File: src/rtl/fifo_mem_ctrl.sv
// Single-clock FIFO controller driving an external dual-port memory, with a
// first-word-fall-through valid/ready read side built from a 2-entry output skid.
module fifo_mem_ctrl #(
   parameter int DWIDTH     = 32,
   parameter int AWIDTH     = 3,
   parameter int AFULL_LVL  = 6,
   parameter int AEMPTY_LVL = 1
) (
   input  logic              clk,
   input  logic              rst,
   input  logic              wr_en,
   input  logic [DWIDTH-1:0] wr_data,
   output logic              full,
   output logic              almost_full,
   output logic              overflow,
   output logic              rd_valid,
   input  logic              rd_ready,
   output logic [DWIDTH-1:0] rd_data,
   output logic              almost_empty,
   output logic [AWIDTH+1:0] level,
   output logic              mem_wen,
   output logic [AWIDTH:0]   mem_waddr,
   output logic [DWIDTH-1:0] mem_wdata,
   output logic              mem_ren,
   output logic              mem_roen,
   output logic [AWIDTH:0]   mem_raddr,
   input  logic [DWIDTH-1:0] mem_rdata
);

   localparam int PW = AWIDTH + 1;
   localparam int LW = AWIDTH + 2;

   logic [AWIDTH:0]   wptr, rptr, mem_count;
   logic              mem_empty;
   logic              inflight;
   logic [1:0]        ob_cnt, ob_after_pop;
   logic [2:0]        skid_demand;
   logic [DWIDTH-1:0] entry0, entry1;
   logic              pop;

   // Wrap-bit pointers: equal means empty, differing only in the MSB means full.
   assign mem_count = wptr - rptr;
   assign mem_empty = (wptr == rptr);
   assign full      = ((wptr ^ rptr) == {1'b1, {AWIDTH{1'b0}}});

   assign rd_valid = (ob_cnt != 2'd0);
   assign rd_data  = entry0;
   assign pop      = rd_valid && rd_ready;

   assign mem_wen   = wr_en && !full;
   assign mem_waddr = wptr;
   assign mem_wdata = wr_data;
   assign mem_roen  = 1'b1;
   assign mem_raddr = rptr;

   // Only issue a read when the skid is guaranteed a free slot for the returning word.
   assign skid_demand  = {1'b0, ob_cnt} + {2'b00, inflight} - {2'b00, pop};
   assign mem_ren      = !mem_empty && (skid_demand < 3'd2);
   assign ob_after_pop = ob_cnt - {1'b0, pop};

   assign level        = {1'b0, mem_count} + LW'(inflight) + LW'(ob_cnt);
   assign almost_full  = (mem_count >= PW'(AFULL_LVL));
   assign almost_empty = (level <= LW'(AEMPTY_LVL));

   always_ff @(posedge clk) begin
      if (rst) begin
         wptr     <= '0;
         rptr     <= '0;
         inflight <= 1'b0;
         overflow <= 1'b0;
      end else begin
         if (mem_wen)
            wptr <= wptr + 1'b1;
         if (wr_en && full)
            overflow <= 1'b1;
         if (mem_ren)
            rptr <= rptr + 1'b1;
         inflight <= mem_ren;
      end
   end

   // NOTE: the skid entries are plain flops and are reset so rd_data reads 0 after rst;
   // the external memory array itself is never cleared.
   always_ff @(posedge clk) begin
      if (rst) begin
         ob_cnt <= 2'd0;
         entry0 <= '0;
         entry1 <= '0;
      end else begin
         ob_cnt <= ob_after_pop + {1'b0, inflight};
         if (pop)
            entry0 <= entry1;
         // A returning word lands in the first slot left free after this cycle's pop.
         if (inflight) begin
            if (ob_after_pop == 2'd0)
               entry0 <= mem_rdata;
            else
               entry1 <= mem_rdata;
         end
      end
   end

endmodule

File: config.mk
export PLATFORM = sky130hd
export DESIGN_NAME = fifo_mem_ctrl
export DESIGN_NICKNAME = d
export VERILOG_FILES = /design/src/rtl/fifo_mem_ctrl.sv
export SDC_FILE = /design/constraint.sdc
export NUM_CORES = 1
export LEC_CHECK = 0
export CAP_MARGIN = 20
export CORE_MARGIN = 2
export CORE_UTILIZATION = 29
export CTS_BUF_LIST = sky130_fd_sc_hd__clkbuf_16
export CTS_CLUSTER_DIAMETER = 80
export DETAILED_ROUTE_END_ITERATION = 12
export PLACE_DENSITY = 0.69
export SYNTH_ARGS = -nofsm -noshare
export SYNTH_HDL_FRONTEND = slang
export SYNTH_SLANG_ARGS = --single-unit
File: constraint.sdc
create_clock -name clk -period 6.7 [get_ports clk]
set_clock_uncertainty 0.2 [all_clocks]
set_input_delay 1.34 -clock clk [delete_from_list [all_inputs] [get_ports clk]]
set_output_delay 1.34 -clock clk [all_outputs]
set_load 0.005 [all_outputs]
==> summary.md, run 1 <==
| Metric | Value |
|---|---|
| Final Critical Period | 5.33 ns |
| Clock slew seen by the registers of the worst setup and hold paths | 0.05 ns |
| Final Wtd Congestion | 0.726 |
| Clk sinks | 76 |
| Buffers & Inverters on Critical Path | 3 |
| Via count | 2869 |
| Cell area after placement | 4360 um2 |
| Global-route wire length before repair | 12900 um |
| Tcrit/Tclk final | 79.6% |
| Main flop type after synthesis | dfxtp_1 |
| Cell Chain, Critical Path | clkdlybuf4s50_1 > nand2_2 > inv_1 > ha_1 > nor2b_1 > fa_1 > xnor2_1 > a211oi_4 > clkdlybuf4s50_1 |
| Critical Path RT | 5.16 ns |
| GRT Util Overall | 12.2% |
| Max VDD drop | 0.163 mV |
| Core area | 12100 um2 |
| Synth Net Count | 492 |
| Crit Path Class | in2out |
| Total CTS buffers | 9 |
| Type of origin of the critical path | primary input |
| # hold bufs at CTS | 0 |
| Root Driver | clkbuf_16 |
| Crit Path Max Fanout | 7 |
| CP dominant cell by count | clkdlybuf4s50_1 |
| Post-synth EDFFs | 0 |
| Slowest cell on crit path | clkdlybuf4s50_1 |
| Worst-Margin Slew | 0.811 ns |
| Top cell type's share of synthesized area | 42.3% |
| WP data arrival | 3.79 ns |
| Vias per inst | 4.56 |
| Register area share after synthesis | 42.3% |
| Number of synthesis warnings | 0 |
| Die height | 115 um |
| Clock Latency Late Sink | 0.33 ns |
| #FFs+latches synth | 76 |
| Setup TNS | 0 ns |
| Drt drc | 0 |
| Post-DRT Antenna Nets | 0 |
| Lkg Pwr | 1.85 nW |
| Final HPWL DP | 5380 um |
| TritonCTS clock tree | done |
| Synth top cells by count | dfxtp_1, nand2_1, nor2_1 |
| Fin util | 38.2% |
| Vias in the first global route | 2793 |
| H-tree Lvls | 3 |
| Dominant cell type by area after synthesis | dfxtp_1 |
| Rows | 40 |
| Slowest stage delay, CP | 0.59 ns |
| Initial Util | 29.8% |
| Power per cell area | 368 nW/um2 |
| Fmax achieved | 188 MHz |
| Drt pass-1 iters | 4 |
| Wire per inst | 12.6 um |
| CTS resizes | 0 |
| Final nets | 537 |
| Top Ports | 153 |
| Max_slew headroom | 45.9% |
| Largest net degree at the start of global routing | 79 |
| Cell count after synthesis | 411 |
| IO Port Bufs | 87 |
| Area grow syn2layout | 28.2% |
| Share of cells above drive strength 1 | 4.99% |
| FFs w/ async S/R, synth | 0% |
| Endpoints failing setup | 0 |
| Most common cell in the netlist | dfxtp_1 |
| Yosys cell types | 33 |
| Cell Area, Synth | 3600 um2 |
| Avg Synthesized Cell Area | 8.75 um2 |
| Die Width | 115 um |
| DR iter-0 viols | 176 |
| Finished Cell Area | 4610 um2 |
| Final Hold Viols | 0 |
| Ant diodes | 0 |
| Routed WL | 7930 um |
| RSZ-0062 raised after global routing | false |
| Initial antenna violation count | 0 |
| Synth area leaders | dfxtp_1, mux2i_1, a211oi_1, buf_4, nand2_1 |
| Worst Setup End Kind | output port |
| Die area | 13300 um2 |
| Global route overflow | 0 |
| # Max-Cap Violations | 0 |
| Slew Limit Fails | 0 |
| Crit path max-delay family | buffers and inverters |
| Post-CTS setup buffer count | 0 |
| Hold Path Class | reg2reg |
| Run status | complete, no violations |
| Maximum root-to-sink buffer count | 2 |
## through the flow
stage | hold slack (ns) | total power, W | instances | setup WS (ns)
after floorplan | 0.236 | 0.00101 | 411 | 2.19
after global placement | 0.241 | 0.00128 | 612 | 1.35
after detailed placement | 0.246 | 0.00130 | 613 | 1.35
after CTS | 0.253 | 0.00173 | 629 | 1.35
after global routing | 0.273 | 0.00182 | 629 | 1.23
final | 0.251 | 0.00170 | 629 | 1.37
## tightest hold or removal path: stages, from the launching register on
cell     delay [ns]
dfxtp_1        0.30
nand2_1        0.05
a21oi_1        0.05
## logic make-up (layout without fill, tap and decap cells)
| logic type | Yosys count | after routing | share of synthesized area (%) |
|---|---|---|---|
| and+or+nand+nor | 127 | 127 | 14.5 |
| xor gates and xnor gates | 11 | 11 | 2.89 |
| AOI/OAI and AO/OA | 75 | 75 | 13.4 |
| buffers and inverters | 73 | 123 | 11.7 |
| DFF | 76 | 76 | 42.3 |
| adders and majority gates | 13 | 13 | 5.36 |
| muxes | 35 | 35 | 9.77 |
| other | 1 | 1 | 0.104 |
## layout make-up
type	instances	area (um2)
Clock buffer	9	225
Clock inverter	7	28.8
Fill cell	1210	7450
Inverter	14	52.6
Multi-Input combinational cell	262	1660
Sequential cell	76	1520
Tap cell	168	210
Timing Repair Buffer	93	918
## state kept, by name, summed over array words and instances, names as in the netlist
signal     count
entry1        32
rd_data       32
mem_waddr      4
ob_cnt         2
inflight       1
mem_raddr      4
overflow       1
## power by group
part / total [W] / switching [W] / internal [W]
clock: 0.000414 / 0.000172 / 0.000242
combinational: 0.000688 / 0.000322 / 0.000366
sequential: 0.000593 / 0.0000535 / 0.000540
## per-layer routing
metal	track usage [%]	share of wire [%]	vias to the layer above	wire (um)
met5	0	0	-	0
met4	6.35	2.2	0	175
met3	4.48	6.1	17	482
met2	19.9	48	68	3810
met1	14.0	44	1349	3460
li1	-	-	1435	-
## path summary, 6_finish.rpt
kind / startpoint / end / slack (ns) / depth (start not counted)
worst min-delay path: entry1[16] / entry1[16] / 0.25 / 2
worst max register to register: ob_cnt[1] / mem_raddr[3] / 3.78 / 10
worst max-delay path: rd_ready / mem_ren / 1.37 / 9
worst min register to register: entry1[16] / entry1[16] / 0.25 / 2
## cells in the final DEF (no fill, tap or decap), types with 2 or more instances in the layout
cell,instances
clkdlybuf4s50_1,86
dfxtp_1,76
nand2_1,66
nor2_1,44
a21oi_1,36
mux2i_1,34
a211oi_1,33
inv_1,18
ha_1,9
clkbuf_16,9
xnor2_1,7
buf_4,5
nor2b_1,4
fa_1,4
xor2_1,3
and3_1,2
o21ai_0,2
nand3b_1,2
nor3b_1,2
o211ai_1,2
clkinv_2,2
Note: power is estimated with default switching activity, not from simulation.
==> run 2: changes to the inputs <==
Clock period 6.7 ns to 5.27 ns, I/O delays scaled along.
==> run 2 against run 1 <==
Effect of this change:
- critical path depth unchanged
- die area did not move
- total power rose by 27%
- cell area fell by 0.24%
- cell count is 0.16% lower
- critical path type unchanged
==> summary.md, run 2 (synthesis gave the netlist of run 1 again) <==
| Metric | Value |
|---|---|
| CP dominant cell by count | clkdlybuf4s50_1 |
| Filler instances | 1220 |
| Most frequent cells in the layout | clkdlybuf4s50_1, dfxtp_1, nand2_1 |
| Initial Util | 29.8% |
| Clock slew seen by the registers of the worst setup and hold paths | 0.05 ns |
| Finished Cell Area | 4600 um2 |
| Drt drc | 0 |
| Final HPWL DP | 5640 um |
| Global route overflow | 0 |
| Vias per inst | 4.57 |
| Final Wtd Congestion | 0.733 |
| Crit path max-delay family | buffers and inverters |
| Power Total | 0.00215 W |
| Power per cell area | 468 nW/um2 |
| Endpoints failing setup | 0 |
| GRT Util Overall | 12.7% |
| Setup ws final | 0.506 ns |
| WP data arrival | 3.51 ns |
| # hold bufs at CTS | 0 |
| Run status | complete, no violations |
| Type of origin of the critical path | primary input |
| Die height | 115 um |
| Root Driver | clkbuf_16 |
| Max_slew headroom | 51.4% |
| TritonCTS clock tree | done |
| Top Ports | 153 |
| Lkg Pwr | 1.83 nW |
| Multi-input logic area | 1660 um2 |
| Worst-Margin Slew | 0.729 ns |
| Slowest stage delay, CP | 0.59 ns |
| Share of cells above drive strength 1 | 5.00% |
| Core area | 12100 um2 |
| Crit Path Class | in2out |
| Die area | 13300 um2 |
| Largest net degree at the start of global routing | 42 |
| Final nets | 537 |
| Post-CTS setup buffer count | 0 |
| Post-DRT Antenna Nets | 0 |
| Max VDD drop | 0.159 mV |
| Tcrit/Tclk final | 90.4% |
| DR iter-0 viols | 122 |
| Initial antenna violation count | 0 |
| Final Hold Viols | 0 |
| Global-route wire length before repair | 13300 um |
| Maximum root-to-sink buffer count | 2 |
| Clock Latency Late Sink | 0.33 ns |
| Cell area after placement | 4350 um2 |
| Crit Path Max Fanout | 7 |
| Clk sinks | 76 |
| Hold Path Class | reg2reg |
| Total CTS buffers | 9 |
| Buffers & Inverters on Critical Path | 3 |
| Slowest cell on crit path | clkdlybuf4s50_1 |
| Slew Limit Fails | 0 |
| Final Critical Period | 4.76 ns |
| CTS resizes | 0 |
| Worst slack, placed | 0.477 ns |
| Ant diodes | 0 |
| Wire per inst | 13.0 um |
| H-tree Lvls | 3 |
| # Max-Cap Violations | 0 |
| Die Width | 115 um |
| FF+latch area | 1520 um2 |
| Setup TNS | 0 ns |
| Fmax achieved | 210 MHz |
| IO Port Bufs | 87 |
| Routed WL | 8150 um |
| Commonest non-fill, non-tap cell in the layout | clkdlybuf4s50_1 |
| Worst Setup End Kind | output port |
| Drt pass-1 iters | 4 |
| Critical Path RT | 4.02 ns |
| Cell Chain, Critical Path | clkdlybuf4s50_1 > nand2_2 > inv_1 > ha_1 > nor2b_1 > fa_1 > xnor2_1 > a211oi_4 > clkdlybuf4s50_1 |
| Rows | 40 |
| Hold Worst Slack | 0.253 ns |
| Area grow syn2layout | 27.9% |
| RSZ-0062 raised after global routing | false |
| Via count | 2872 |
| Vias in the first global route | 2790 |
## run 2: changes by cell type in the layout (fill, tap and decap cells not counted), sizes merged
cell	delta
clkinv	+1
inv	-2
## run 2: layout make-up
type / instances / area share [%]
clock buffer: 9 / 4.90
multi-input combinational: 262 / 36.0
inverter: 14 / 1.14
clock inverter: 6 / 0.544
timing repair buffer: 93 / 19.8
tap: 168 / 4.57
sequential: 76 / 33.1
## run 2: worst paths after layout
kind / start / to / slack, ns / cells after the start
min reg2reg: entry1[7] / entry1[7] / 0.25 / 2
max: rd_ready / mem_ren / 0.51 / 9
max reg2reg: ob_cnt[1] / mem_raddr[3] / 2.34 / 10
min: entry1[7] / entry1[7] / 0.25 / 2
## run 2: routing by layer
metal  part of all wire (%)  global-route usage [%]  up-vias
met2                     48                    21.2       79
met1                     44                    14.8     1346
met4                    2.2                    6.27        0
met5                      0                       0        -
li1                       -                       -     1430
met3                    5.4                    3.80       17
## run 2: where the power goes
part	internal, W	leakage, nW	switching [W]	total (W)
Sequential	0.000686	0.617	0.0000699	0.000756
Combinational	0.000461	1.08	0.000411	0.000872
Clock	0.000307	0.133	0.000218	0.000524
Total	0.00145	1.83	0.000699	0.00215
## run 2: tightest hold or removal path: cells and delay by family (launching register included)
kind	cells	cell delay, ns
AOI/OAI and AO/OA	1	0.05
DFF	1	0.30
and+or+nand+nor	1	0.05
## run 2: stage by stage
| step | cells | util [%] |
|---|---|---|
| 2_1_floorplan | 411 | - |
| 3_5_place_dp | 613 | 36.1 |
| 4_1_cts | 628 | 38.1 |
| 3_3_place_gp | 613 | 36.1 |
| 5_1_grt | 628 | 38.1 |
| 6_report | 628 | 38.1 |
==> run 3: changes to the inputs <==
Settings changed: CAP_MARGIN 20 to 5.
==> results of run 3 <==
Same layout as run 2: the final DEF is identical, and so are final timing and power.
